File: src/rtl/mem_arb_pkg.sv
// Shared types and constants for the memory request arbiter: channel ids,
// response exception record and the in-flight tag carried through the tag FIFO.
package mem_arb_pkg;

  localparam int CH_ID_W = 4;
  localparam int EXC_W   = 5;

  localparam logic [CH_ID_W-1:0] CH_FETCH = 4'd0;
  localparam logic [CH_ID_W-1:0] CH_LOAD  = 4'd1;
  localparam logic [CH_ID_W-1:0] CH_STORE = 4'd2;

  typedef struct packed {
    logic       valid;
    logic [3:0] code;
  } exc_t;

  typedef struct packed {
    logic [CH_ID_W-1:0] id;
    logic               write;
  } tag_t;

  localparam int TAG_W = $bits(tag_t);

  // Round-robin successor of a channel id, wrapping at num_ch.
  function automatic logic [CH_ID_W-1:0] next_ch(input logic [CH_ID_W-1:0] cur,
                                                 input int num_ch);
    if (int'(cur) >= num_ch - 1) return '0;
    return cur + 1'b1;
  endfunction

endpackage

File: src/rtl/mem_arbiter_tag_fifo.sv
// In-order tag FIFO recording {channel, write} of every issued request.
// Occupancy is the authoritative full/empty source; pointers simply wrap.
module tag_fifo #(
  parameter  int WIDTH = 5,
  parameter  int DEPTH = 4,
  localparam int PTR_W = (DEPTH > 1) ? $clog2(DEPTH) : 1,
  localparam int CNT_W = $clog2(DEPTH) + 1
) (
  input  logic             i_clk,
  input  logic             i_rst_n,
  input  logic             i_push,
  input  logic [WIDTH-1:0] i_wdata,
  input  logic             i_pop,
  output logic [WIDTH-1:0] o_rdata,
  output logic [CNT_W-1:0] o_count,
  output logic             o_full,
  output logic             o_empty
);

  logic [WIDTH-1:0] r_mem [DEPTH];
  logic [PTR_W-1:0] r_wr_ptr;
  logic [PTR_W-1:0] r_rd_ptr;
  logic [CNT_W-1:0] r_count;
  logic             w_push;
  logic             w_pop;

  assign o_full  = (r_count == CNT_W'(DEPTH));
  assign o_empty = (r_count == '0);
  assign o_count = r_count;
  assign o_rdata = r_mem[r_rd_ptr];

  // A push into a full FIFO is refused even when a pop frees a slot this cycle.
  assign w_push = i_push & ~o_full;
  assign w_pop  = i_pop & ~o_empty;

  always_ff @(posedge i_clk or negedge i_rst_n) begin
    if (!i_rst_n) begin
      r_wr_ptr <= '0;
      r_rd_ptr <= '0;
      r_count  <= '0;
    end else begin
      if (w_push) r_wr_ptr <= r_wr_ptr + 1'b1;
      if (w_pop)  r_rd_ptr <= r_rd_ptr + 1'b1;
      case ({w_push, w_pop})
        2'b10:   r_count <= r_count + 1'b1;
        2'b01:   r_count <= r_count - 1'b1;
        default: r_count <= r_count;
      endcase
    end
  end

  always_ff @(posedge i_clk) begin
    if (w_push) r_mem[r_wr_ptr] <= i_wdata;
  end

endmodule

File: src/rtl/mem_arbiter.sv
// Round-robin arbiter merging fetch/load/store requests onto one memory port
// and routing in-order memory responses back to the issuing channel.
module mem_arbiter
  import mem_arb_pkg::*;
#(
  parameter  int NUM_CH  = 3,
  parameter  int XLEN    = 32,
  parameter  int ADDR_W  = 32,
  parameter  int MAX_OUT = 4,
  localparam int OUT_W   = $clog2(MAX_OUT) + 1
) (
  input  logic                     CLK,
  input  logic                     RESET,
  input  logic [NUM_CH-1:0]        ch_req_valid,
  output logic [NUM_CH-1:0]        ch_req_ready,
  input  logic [NUM_CH-1:0]        ch_req_write,
  input  logic [NUM_CH*ADDR_W-1:0] ch_req_addr,
  input  logic [NUM_CH*XLEN-1:0]   ch_req_data,
  output logic [NUM_CH-1:0]        ch_resp_valid,
  output logic [XLEN-1:0]          ch_resp_data,
  output logic [EXC_W-1:0]         ch_resp_exc,
  output logic                     mem_req_valid,
  input  logic                     mem_req_ready,
  output logic                     mem_req_write,
  output logic [ADDR_W-1:0]        mem_req_addr,
  output logic [XLEN-1:0]          mem_req_data,
  input  logic                     mem_resp_valid,
  input  logic [XLEN-1:0]          mem_resp_data,
  input  logic [EXC_W-1:0]         mem_resp_exc,
  output logic [OUT_W-1:0]         outstanding,
  output logic                     err_unexpected
);

  // Handshake rule on both sides: a transfer happens in a cycle where valid
  // and ready are both high; nothing is latched or held otherwise.

  logic [CH_ID_W-1:0] r_rr_ptr;
  logic               r_err_unexpected;

  logic [NUM_CH-1:0]  w_grant;
  logic [CH_ID_W-1:0] w_grant_idx;
  logic               w_any_valid;
  logic               w_full;
  logic               w_empty;
  logic               w_hs;
  logic               w_pop;
  logic               w_route;
  tag_t               w_push_tag;
  logic [TAG_W-1:0]   w_head_bits;
  tag_t               w_head;
  exc_t               w_resp_exc;

  always_comb begin : p_grant
    int j;
    j           = 0;
    w_grant     = '0;
    w_grant_idx = '0;
    w_any_valid = 1'b0;
    for (int k = 0; k < NUM_CH; k++) begin
      j = int'(r_rr_ptr) + k;
      if (j >= NUM_CH) j = j - NUM_CH;
      for (int i = 0; i < NUM_CH; i++) begin
        if (i == j && !w_any_valid && ch_req_valid[i]) begin
          w_any_valid = 1'b1;
          w_grant[i]  = 1'b1;
          w_grant_idx = CH_ID_W'(i);
        end
      end
    end
  end

  always_comb begin
    mem_req_write = 1'b0;
    mem_req_addr  = '0;
    mem_req_data  = '0;
    for (int i = 0; i < NUM_CH; i++) begin
      if (w_grant[i]) begin
        mem_req_write = ch_req_write[i];
        mem_req_addr  = ch_req_addr[i*ADDR_W +: ADDR_W];
        mem_req_data  = ch_req_data[i*XLEN +: XLEN];
      end
    end
  end

  assign mem_req_valid = RESET & w_any_valid & ~w_full;
  assign w_hs          = mem_req_valid & mem_req_ready;
  assign ch_req_ready  = w_hs ? w_grant : '0;

  assign w_push_tag = '{id: w_grant_idx, write: mem_req_write};
  assign w_pop      = mem_resp_valid & ~w_empty;
  assign w_route    = w_pop & RESET;
  assign w_head     = tag_t'(w_head_bits);
  assign w_resp_exc = exc_t'(mem_resp_exc);

  tag_fifo #(
    .WIDTH (TAG_W),
    .DEPTH (MAX_OUT)
  ) u_tag_fifo (
    .i_clk   (CLK),
    .i_rst_n (RESET),
    .i_push  (w_hs),
    .i_wdata (w_push_tag),
    .i_pop   (w_pop),
    .o_rdata (w_head_bits),
    .o_count (outstanding),
    .o_full  (w_full),
    .o_empty (w_empty)
  );

  // Response goes straight through in the cycle it arrives; writes carry no data.
  always_comb begin
    ch_resp_valid = '0;
    ch_resp_data  = '0;
    ch_resp_exc   = '0;
    if (w_route) begin
      for (int i = 0; i < NUM_CH; i++) begin
        if (w_head.id == CH_ID_W'(i)) ch_resp_valid[i] = 1'b1;
      end
      ch_resp_data = w_head.write ? '0 : mem_resp_data;
      ch_resp_exc  = w_resp_exc;
    end
  end

  always_ff @(posedge CLK or negedge RESET) begin
    if (!RESET) begin
      r_rr_ptr         <= '0;
      r_err_unexpected <= 1'b0;
    end else begin
      if (w_hs) r_rr_ptr <= next_ch(w_grant_idx, NUM_CH);
      if (mem_resp_valid && w_empty) r_err_unexpected <= 1'b1;
    end
  end

  assign err_unexpected = r_err_unexpected;

  a_ready_onehot: assert property (@(posedge CLK) disable iff (!RESET)
    $onehot0(ch_req_ready));
  a_out_bound: assert property (@(posedge CLK) disable iff (!RESET)
    outstanding <= OUT_W'(MAX_OUT));

endmodule

File: config.mk
export PLATFORM = sky130hd
export DESIGN_NAME = mem_arbiter
export DESIGN_NICKNAME = d
export VERILOG_FILES = /design/src/rtl/mem_arb_pkg.sv /design/src/rtl/mem_arbiter_tag_fifo.sv /design/src/rtl/mem_arbiter.sv
export SDC_FILE = /design/constraint.sdc
export NUM_CORES = 1
export LEC_CHECK = 0
export CAP_MARGIN = 25
export CORE_AREA = 4 4 134 136
export CTS_CLUSTER_DIAMETER = 120
export DETAILED_ROUTE_END_ITERATION = 16
export DIE_AREA = 0 0 138 140
export HOLD_SLACK_MARGIN = 0.05
export MAX_ROUTING_LAYER = met4
export PLACE_DENSITY = 0.65
export SLEW_MARGIN = 20
export SYNTH_ARGS = -nofsm -noshare
export SYNTH_HDL_FRONTEND = slang
export SYNTH_SLANG_ARGS = --single-unit
File: constraint.sdc
create_clock -name CLK -period 7 [get_ports CLK]
set_input_delay 1.75 -clock CLK [delete_from_list [all_inputs] [get_ports CLK]]
set_output_delay 1.75 -clock CLK [all_outputs]
set_load 0.01 [all_outputs]
==> key figures <==
Place
  – RD Place Congestion: 0.973
  – Dpl cells: 905
  – IO buf count: 351
  – Final HPWL DP: 14.6 mm

STA
  – Relative slew slack: 33.1%
  – Unrepaired setup endpoints after global routing: false
  – Final setup skew: 0.00239 ns
  – Min Clock Period, post-route: 6.73 ns
  – Max Slew Vio Count: 0
  – Final Hold Fails: 0
  – Setup TNS: 0 ns
  – Slew at the pin closest to its max-slew limit: 0.998 ns
  – Final setup viols: 0
  – Peak Freq: 149 MHz
  – Final worst path period share: 96.1%

Drt
  – Drt wl/cell: 19.1 um
  – Drc violations: 0
  – Total wire length: 17.4 mm
  – Detailed-route via count: 4,412
  – Routed Antenna Nets: 0
  – Drt first pass iters: 4
  – Drt via density: 4.85
  – Initial drt markers: 219

Hold path
  – Hold crit path type: register to register
  – Hold Startpoint: err_unexpected

Global routing
  – Largest net degree at the start of global routing: 48
  – Met1 global-route usage: 21.0%
  – Met2 usage in global routing: 29.1%
  – Total gr overflow: 0
  – GRT met3 Usage: 3.48%
  – Total GRT Usage: 17.3%
  – Vias in the first global route: 4,518
  – Busiest grt layer: met2
  – Global-route wire length before repair: 26.3 mm
  – Initial antenna violation count: 0

Clocking
  – CTS tree: yes
  – Sink Count: 23
  – Htree depth: 1
  – CTS Buffer Depth: 2
  – Count of hold buffers inserted by post-cts repair: 0
  – CTS Buf Count: 3
  – # Post-CTS Setup Buffers: 0
  – Post-CTS Resized: 0
  – Clk slew on worst S/H paths: 0.06 ns
  – Worst-Skew Late Latency: 0.26 ns
  – CTS Root Cell: clkbuf_16

Finish
  – Number of nets in the layout: 939
  – Finished Layout Cells: 909
  – P&R area growth vs syn: 114%
  – Util after Layout: 41.9%
  – # diodes: 0
  – Ratio of cells with drive above 1 in the final layout: 5.26%

Synth
  – Synth warn: 0
  – Post-synthesis compound-gate area fraction: 44.1%
  – Net Count, Synth: 612
  – Sequential area share after synthesis: 19.2%
  – Yosys reg bits: 23
  – Area share of the largest cell type after synthesis: 19.7%
  – Synthesized area: 3310 sq um
  – XOR/XNOR Fraction of Synth Area: 1.85%
  – Synth Area in Simple Gates: 17.5%
  – Main combinational cell family by area after synthesis: compound AO/OA/AOI/OAI gates
  – Post-synth EDFFs: 12
  – Asr flop ratio synth: 47.8%
  – Synth area leader: a221o_1
  – Netlist cell types: 58
  – Ranking of synthesized cells by area: a221o_1, a21boi_0, edfxtp_1
  – Top post-synthesis cells by count: a221o_1, a21boi_0, and2_1
  – Post-synthesis mux area share: 3.37%
  – Synth Flop Type: edfxtp_1
  – Most frequent cell after synthesis: a221o_1
  – Synthesized area per cell: 9.24 sq um
  – Post-Synthesis Cells: 358
  – Synth Area in Adders: 5.90%

Floorplan
  – Rows: 48
  – Initial Util: 19.5%
  – Die H: 140 um
  – Io pins: 352
  – Die area: 19,300 sq um
  – Horiz. Die Dim: 138 um
  – Total core area: 16,900 sq um

Power and ir drop
  – Pwr Density: 463 nW/um^2
  – LEAKAGE: 2.65 nW
  – Worst vdd rail ir drop: 253 uV
  – Final Power: 3.28 mW

Setup path
  – Crit. End Element: output pin
  – Crit path launch: ch_req_valid[1]
  – CP endpoint: mem_req_data[11]
  – Worst R2R End: u_tag_fifo.o_count[2]
  – Data arrival, critical path: 4.98 ns
  – CP Data Required Time: 5.25 ns
  – Reg2reg setup slack: 2.54 ns
  – Reg-to-reg startpoint: r_rr_ptr[0]
  – CP max FO: 30
  – CP startpoint kind: input port
  – Reg2reg path depth: 13
  – Critical path type: input port to output pin

Outcome
  – Outcome: finished clean

Job
  – MaxCap Viol Count: 0
## sequential cells by signal (all words and copies together) (netlist names)
name	count
u_tag_fifo.r_wr_ptr	2
u_tag_fifo.o_count	3
u_tag_fifo.r_mem	12
r_rr_ptr	3
u_tag_fifo.r_rd_ptr	2
err_unexpected	1
## where the power goes
part / internal [mW] / switching, mW / total, mW
Sequential: 0.203 / 0.0536 / 0.257
Clock: 0.0777 / 0.0459 / 0.124
Combinational: 1.55 / 1.35 / 2.90
Total: 1.83 / 1.45 / 3.28
## cell type report
| class | instances | area [sq um] |
|---|---|---|
| Fill cell | 1626 | 9840 |
| Sequential cell | 23 | 636 |
| Timing Repair Buffer | 361 | 3620 |
| Multi-Input combinational cell | 286 | 2440 |
| Clock buffer | 4 | 78.8 |
| Tap cell | 225 | 282 |
| Inverter | 10 | 37.5 |
## placed cells by master (no fill, tap or decap), types with 7 or more instances in the layout
cell type / netlist / routed
a21boi_0: 54 / 54
a21boi_1: 11 / 11
a221o_1: 65 / 65
and2_1: 33 / 33
and3_1: 10 / 10
buf_4: 2 / 9
clkdlybuf4s50_1: 0 / 349
dfrtp_1: 11 / 11
edfxtp_1: 12 / 12
ha_1: 14 / 14
inv_1: 10 / 10
nand2_1: 9 / 9
nor3_1: 7 / 7
## cells by family after synthesis
group                      Yosys count
and+or+nand+nor                     93
muxes                                7
AOI/OAI and AO/OA                  164
adders and majority gates           15
buffers and inverters               49
xor gates and xnor gates             7
DFF                                 23
## worst max-delay path, stage by stage
cell and delay, ns:
clkdlybuf4s50_1 0.47, or4_1 0.49, o211a_1 0.15, o211ai_2 0.27, o2111ai_4 0.48, buf_4 0.43, a21boi_0 0.22, a221o_1 0.16
clkdlybuf4s50_1 0.56
## stage by stage
step	hold slack, ns	area [sq um]	setup WS [ns]
finish	0.462	7100	0.273
CTS	0.463	7100	0.234
floorplan	0.493	3310	1.81
detailed placement	0.449	7020	0.254
global route	0.490	7100	0.0709
global placement	0.445	7020	0.295
## worst min-delay path by stage
stage	end	slack (ns)	cells after the start
3_5_place_dp	err_unexpected	0.45	1
3_3_place_gp	err_unexpected	0.45	1
6_report	err_unexpected	0.46	1
5_1_grt	err_unexpected	0.49	1
2_1_floorplan	err_unexpected	0.49	1
4_1_cts	err_unexpected	0.46	1
## layer usage
metal | part of all wire (%) | routed length (um)
met1 | 42 | 7270
met3 | 7.3 | 1270
met5 | 0 | 0
met2 | 48 | 8370
met4 | 2.8 | 490
No activity file was read; power rests on OpenSTA's default activity.
